--- src/rtl/shadow_lifo_mem.sv ---
// Shadow-stack storage: DEPTH x 16 register file with one synchronous write
// port and one combinational read port. Contents are not reset.
module shadow_lifo_mem #(
  parameter int DEPTH = 8,
  parameter int AW    = 3
) (
  input  logic          clk,
  input  logic          we_i,
  input  logic [AW-1:0] waddr_i,
  input  logic [15:0]   wdata_i,
  input  logic [AW-1:0] raddr_i,
  output logic [15:0]   rdata_o
);

  logic [15:0] mem_q [DEPTH];

  always_ff @(posedge clk) begin
    if (we_i) begin
      mem_q[waddr_i] <= wdata_i;
    end
  end

  assign rdata_o = mem_q[raddr_i];

endmodule

--- config.mk ---
export PLATFORM = sky130hd
export DESIGN_NAME = shadow_lifo_mem
export DESIGN_NICKNAME = d
export VERILOG_FILES = /design/src/rtl/shadow_lifo_mem.sv
export SDC_FILE = /design/constraint.sdc
export NUM_CORES = 1
export LEC_CHECK = 0
export BUFFER_PORTS_ARGS = -buffer_cell sky130_fd_sc_hd__buf_2
export CAP_MARGIN = 20
export CELL_PAD_IN_SITES_DETAIL_PLACEMENT = 1
export CELL_PAD_IN_SITES_GLOBAL_PLACEMENT = 1
export CORE_MARGIN = 2
export CORE_UTILIZATION = 30
export CTS_CLUSTER_DIAMETER = 200
export DETAILED_ROUTE_END_ITERATION = 10
export PLACE_DENSITY = 0.51
export SLEW_MARGIN = 10
export SYNTH_ARGS = -nofsm -noshare
export SYNTH_HDL_FRONTEND = slang
export SYNTH_SLANG_ARGS = --single-unit
--- constraint.sdc ---
create_clock -name clk -period 2.4 [get_ports clk]
set_input_delay 0.12 -clock clk [delete_from_list [all_inputs] [get_ports clk]]
set_output_delay 0.12 -clock clk [all_outputs]
set_load 0.01 [all_outputs]
Yosys cells after proc, flatten, opt, wreduce, memory -nomap -nowiden

Memories as Yosys holds them, arrays and structs flattened.
Index checks and enable logic that the tools add are counted.

Register bits: 0
Bits in writable memories: 128
Input bits: 24
Output and inout port bits: 16
Logic and storage cells: 3
Memories: 1

Multiplexer cells: 2

Memory list:

| memory | words | bits a word | read ports | clocked after Yosys merged registers in | wr ports | RTL line | text |
|---|---|---|---|---|---|---|---|
| mem_q  | 8     | 16          | 1          | 0                                       | 1        | 15       | `logic [15:0] mem_q [DEPTH];` |

Operators with widths:

| operator         | number |
|---|---|
| 2-to-1 mux 1 bit | 2 |

Longest topological paths before layout

Gate-level depths: netlist of the first run.

Word-level depth: 2
Mapped depth: 4
Gate-level depth less buffers: 2

Worst setup path before layout of the first run

No wires, ideal clock.

Path kind: input to register
From: in waddr_i[2]
To: mem mem_q[0][0] (enable)
Setup time: 0.409 ns
Arrival: 1.433 ns
Required time: 1.991 ns
Slack: 0.557 ns
Stages: 2
Buffers on the path: 0
Path through: nand2b_1 > nor3_1

RTL lines:

| what        | RTL line | text |
|---|---|---|
| from (decl) | 9        | `input logic [AW-1:0] waddr_i,` |
| to (decl)   | 15       |  |

Straight into the memory's write port.

Worst setup path after layout of the first run

From: mem mem_q[3][6]
To: out rdata_o[6]

Longest elaborated chain between the ends: 1

Ends and longest elaborated chain:

| what                     | RTL line | text |
|---|---|---|
| memory read (8 x 16 bit) | n/a      |  |
| to (decl)                | 12       | `output logic [15:0] rdata_o` |

Every way passes these cells.

==> metrics.csv, run 1 <==
metric,value,unit
status,finished clean,
design.die.area,17620,sq um
p_leak,2.064,nW
viasPerCell,4.572,
die_width,132.8,microns
largest_net_degree_at_the_start_of_global_routing,33,
post_cts.repair.setup_buffers,0,
rsz0062_at_grt,no,
drc,0,
cell_internal_power_dissipation,3.952,mW
fp.coreArea,16410,sq um
instances_no_fill,498,
post-route-period-util,76.44,%
path_class,reg2out,
io_buffer_count,39,
final-setup-viol-count,0,
clockPowerShare,42.0,%
totalPowerFinal,4.913,mW
post_cts_resized,0,
synth_edf_count,128,
synthesis.instances,198,
worst_hold_slack,0.01511,ns
worstSetupStartpointType,flop,
dr_wl_met3,258,microns
root_buffer,sky130_fd_sc_hd__clkbuf_16,
finalCriticalPeriod,1.835,ns
utilization_after_layout,37.08,%
data_required_time_at_the_worst_endpoint,2.28,ns
synth-seq-area-share,77.28,%
cts.sink_count,128,
switching_share,19.55,%
cp_data_arrival_time,1.71,ns
worst_slew_slack_as_a_fraction_of_its_limit,64.46,%
ir_drop,494.1,uV
yosys.cell_count.top_type,sky130_fd_sc_hd__edfxtp_1,
post_dp_cell_area,5489,sq um
grt_first_pass_wirelength,15090,microns
detail_route.wl_per_cell,19.46,microns
initialDrtViolationCount,145,
dpl.cell_count,458,
met1_length,4523,microns
layout.cell_area.non_filler,6083,sq um
max_slew_vio_count,0,
antenna_cells,0,
routed_wl,9689,microns
setup_tns,0,ns
placementRows,47,
critical_path.max_fanout,1,
p_comb_share,6.0,%
number_of_hold_buffers_added_after_cts,13,
yosys.area.top_type_share,77.28,%
place.detailed.hpwl,5263,microns
gpl.final_weighted_congestion,0.6776,
nNetsFinal,294,
synth-async-reset-ratio,0,%
clk_pin_slew,0.05,ns
cts_tree,built,
synth_largest_area_cell,sky130_fd_sc_hd__edfxtp_1,
finalHoldViolCount,0,
worstMarginPinSlew,0.5331,ns
drt_pre_antenna_iters,4,
antenna_found_initial,0,
synth-warning-count,0,
holdCritPathClass,in2reg,
synth_area_per_cell,25.12,sq um
drive_gt1_share,32.01,%
ys_seq_elements,128,
final_setup_slack_of_the_worst_path,0.5654,ns
first_global_vias,2541,
pin_count,40,
vias,2277,
grt_overflow,0,
groute.usage.overall,11.98,%
numCtsBuffers,17,
syn_area,4974,sq um
largest_register_ff_count,128,
routed-wl-met2,4734,microns
power.switching,960.5,uW
ys.flop_type,sky130_fd_sc_hd__edfxtp_1,
yosys-top-cells-count,"128 x sky130_fd_sc_hd__edfxtp_1, 28 x sky130_fd_sc_hd__mux4_1, 16 x sky130_fd_sc_hd__mux2_2, 6 x sky130_fd_sc_hd__nor2_1",
die_height,132.8,microns
synthDistinctLibCells,11,
timing.critical_path.from,mem_q[3][6]$_DFFE_PP_,
top_regs,mem_q x128,
htree_num_levels,4,
post_synth_main_area_contributors,"sky130_fd_sc_hd__edfxtp_1 77%, sky130_fd_sc_hd__mux4_1 15%, sky130_fd_sc_hd__mux2_2 3.6%",
timing.critical_path.to_type,primary output,
maxUsedRoutingLayer,met4,
effective_utilization_at_floorplan,30.31,%
mappedNetlistNets,222,
cap_violations,0,
register_containing_the_most_flip_flops_in_the_final_layout,mem_q,
max_freq,0.5451,GHz
power_density,807.6,nW/um^2
pwr-share-seq,52.0,%
area_growth,22.31,%
crit_path_end,rdata_o[6],
detail-route-antenna-nets,0,
clock_path_buffers,2,
dpl_worst_slack,0.7454,ns
-- critical path, stage by stage (launching register included) --
cell	delay, ns
sky130_fd_sc_hd__edfxtp_1	0.36
sky130_fd_sc_hd__mux4_1	0.51
sky130_fd_sc_hd__mux2_2	0.30
sky130_fd_sc_hd__buf_2	0.14
-- layer usage --
| layer | vias to the layer above | global-route usage, % |
|---|---|---|
| li1 | 1017 | - |
| met1 | 1208 | 15.45 |
| met2 | 38 | 19.03 |
| met3 | 14 | 2.912 |
| met4 | 0 | 5.914 |
| met5 | - | 0 |
-- kinds of logic after synthesis --
logic type,synth area share [%]
buffers and inverters,1.308
flip-flops,77.28
multiplexers,20.23
AND/OR/NAND/NOR,1.182
-- power by group through the flow --
stage	sequential, mW	clock [mW]	combinational, mW
floorplan	2.59	0	0.163
global placement	2.59	0	0.284
detailed placement	2.60	0	0.288
CTS	2.55	2.12	0.306
global route	2.56	2.21	0.325
finish	2.55	2.06	0.296
-- cells in the final DEF, fill, tap and decap left out --
| cell | count |
|---|---|
| sky130_fd_sc_hd__buf_12 | 2 |
| sky130_fd_sc_hd__buf_2 | 39 |
| sky130_fd_sc_hd__buf_4 | 8 |
| sky130_fd_sc_hd__clkbuf_1 | 5 |
| sky130_fd_sc_hd__clkbuf_16 | 17 |
| sky130_fd_sc_hd__clkinv_1 | 4 |
| sky130_fd_sc_hd__clkinv_2 | 1 |
| sky130_fd_sc_hd__dlygate4sd3_1 | 13 |
| sky130_fd_sc_hd__edfxtp_1 | 128 |
| sky130_fd_sc_hd__mux2_2 | 16 |
| sky130_fd_sc_hd__mux4_1 | 28 |
| sky130_fd_sc_hd__mux4_2 | 4 |
| sky130_fd_sc_hd__nand2_1 | 2 |
| sky130_fd_sc_hd__nand2b_1 | 3 |
| sky130_fd_sc_hd__nor2_1 | 6 |
| sky130_fd_sc_hd__nor3_2 | 2 |
-- worst min-delay path by stage --
stage,from,endpoint,slack (ns),cells after the start
3_3_place_gp,wdata_i[10],mem_q[0][10]$_DFFE_PP_,0.39,1
6_report,wdata_i[14],mem_q[2][14]$_DFFE_PP_,0.02,1
3_5_place_dp,wdata_i[4],mem_q[5][4]$_DFFE_PP_,0.40,1
4_1_cts,wdata_i[14],mem_q[2][14]$_DFFE_PP_,0.005,1
2_1_floorplan,wdata_i[0],mem_q[0][0]$_DFFE_PP_,0.22,0
5_1_grt,wdata_i[14],mem_q[2][14]$_DFFE_PP_,0.02,1
-- cell type report --
class / instances / area [sq um]
Fill cell: 1600 / 10320
Tap cell: 220 / 275.3
Multi-Input combinational cell: 61 / 1075
Sequential cell: 128 / 3844
Clock inverter: 5 / 20.02
Clock buffer: 22 / 444.2
Timing Repair Buffer: 62 / 425.4
Power figures use the tool's default switching activity.
==> run 2, diff against run 1 <==
==> constraint.sdc (replaced) <==
create_clock -name clk -period 1.8 [get_ports clk]
set_input_delay 0.09 -clock clk [delete_from_list [all_inputs] [get_ports clk]]
set_output_delay 0.09 -clock clk [all_outputs]
set_load 0.01 [all_outputs]
==> metrics.csv, run 2 (synthesis gave the netlist of run 1 again) <==
metric,value,unit
detail_route.wl_per_cell,19.75,microns
htree_num_levels,4,
setup_tns,0,ns
clock_path_buffers,2,
place.detailed.hpwl,5197,microns
layout_common_cells,"128 x sky130_fd_sc_hd__edfxtp_1, 33 x sky130_fd_sc_hd__buf_2, 28 x sky130_fd_sc_hd__mux4_2",
rsz0062_at_grt,yes,
crit_family,multiplexers,
ir_drop,590.3,uV
pin_count,40,
grt_first_pass_wirelength,14890,microns
holdCritPathClass,in2reg,
effective_utilization_at_floorplan,30.31,%
top_regs,mem_q x128,
antenna_found_initial,0,
grt_overflow,0,
filler_cell_count,1582,
min_delay_path_depth,3,
detail-route-antenna-nets,0,
worstSetupStartpointType,flop,
cap_violations,0,
drc,0,
drt_pre_antenna_iters,4,
timing.critical_path.to_type,primary output,
post-route-period-util,97.51,%
antenna_cells,0,
finalCriticalPeriod,1.755,ns
drive_gt1_share,41.55,%
worst_hold_path.endpoint,mem_q[0][3]$_DFFE_PP_,
critical_path.max_fanout,1,
largest_net_degree_at_the_start_of_global_routing,33,
register_containing_the_most_flip_flops_in_the_final_layout,mem_q,
power_density,1111,nW/um^2
groute.usage.overall,11.82,%
root_buffer,sky130_fd_sc_hd__clkbuf_16,
initialDrtViolationCount,209,
status,finished clean,
finalHoldViolCount,0,
p_leak,2.040,nW
clk_pin_slew,0.05,ns
numCtsBuffers,17,
area_growth,23.09,%
worstMarginPinSlew,0.5769,ns
vias,2250,
worstHoldStart,waddr_i[0],
critPathBufInv,1,
cp_slowest_cell,sky130_fd_sc_hd__mux4_2,
max_slew_vio_count,0,
die_height,132.8,microns
layout_commonest_cell,sky130_fd_sc_hd__edfxtp_1,
final-setup-viol-count,0,
viasPerCell,4.464,
die_width,132.8,microns
timing.critical_path.from,mem_q[5][6]$_DFFE_PP_,
cts.sink_count,128,
placementRows,47,
nNetsFinal,297,
worst_slew_slack_as_a_fraction_of_its_limit,61.54,%
gpl.final_weighted_congestion,0.6384,
design.die.area,17620,sq um
path_class,reg2out,
dpl_worst_slack,0.2017,ns
cp_data_arrival_time,1.67,ns
max_freq,0.5697,GHz
data_required_time_at_the_worst_endpoint,1.71,ns
first_global_vias,2455,
largest_register_ff_count,128,
routed_wl,9952,microns
io_buffer_count,39,
final_setup_slack_of_the_worst_path,0.04484,ns
cts_tree,built,
path_cells,"mux4_2, mux2_4, buf_6",
fp.coreArea,16410,sq um
critical_path.max_stage_delay,0.47,ns
post_cts.repair.setup_buffers,0,
[run 2: per-layer routing]
layer	part of all wire, %	GRT usage [%]	vias up	routed length [microns]
met5	0	0	-	0
met1	45	14.59	1198	4503
met2	50	19.92	43	5024
li1	-	-	998	-
met3	2.8	3.295	11	282
met4	1.4	4.301	0	141
[run 2: worst max path at each step]
stage / cells after the start / to
2_1_floorplan: 2 / mem_q[4][0]$_DFFE_PP_
3_3_place_gp: 5 / rdata_o[3]
3_5_place_dp: 5 / rdata_o[6]
4_1_cts: 3 / rdata_o[1]
5_1_grt: 3 / rdata_o[14]
6_report: 3 / rdata_o[6]
[run 2: final cells by class]
type                            count  area (sq um)  share of cell area (%)
Tap cell                          220         275.3                   4.496
Timing Repair Buffer               65         493.0                   8.052
Clock buffer                       18         429.2                   7.010
Multi-Input combinational cell     61          1003                   16.39
Sequential cell                   128          3844                   62.78
Clock inverter                     12         77.57                   1.267
[run 2: timing repair]
| action | 4_1_cts | 5_1_grt |
|---|---|---|
| hold buffers | 16 | 0 |
| gates resized for setup | 11 | 25 |
| endpoints found under the hold margin | 128 | 0 |
| setup endpoints to repair | 9 | 13 |
[run 2: power breakdown]
part | leakage, nW | switching (mW) | internal (mW)
Sequential | 1.16 | 0.0227 | 3.39
Combinational | 0.624 | 0.208 | 0.227
Clock | 0.254 | 1.12 | 1.83
[run 2: worst min-delay path, cell delays in order]
cell and delay (ns):
sky130_fd_sc_hd__buf_2 0.13, sky130_fd_sc_hd__nor3_2 0.05, sky130_fd_sc_hd__buf_4 0.22
[run 2: per-stage QoR]
| step | hold WS [ns] | util (%) | std cells | instance area, sq um | power [mW] |
|---|---|---|---|---|---|
| after floorplan | 0.1889 | - | 198 | 4979 | 3.673 |
| after global placement | 0.3595 | 33.46 | 458 | 5489 | 3.836 |
| after detailed placement | 0.3669 | 33.46 | 458 | 5489 | 3.846 |
| after CTS | 0.2873 | 37.41 | 504 | 6137 | 6.844 |
| after global routing | 0.3022 | 37.31 | 504 | 6122 | 7.036 |
| final | 0.2933 | 37.31 | 504 | 6122 | 6.799 |
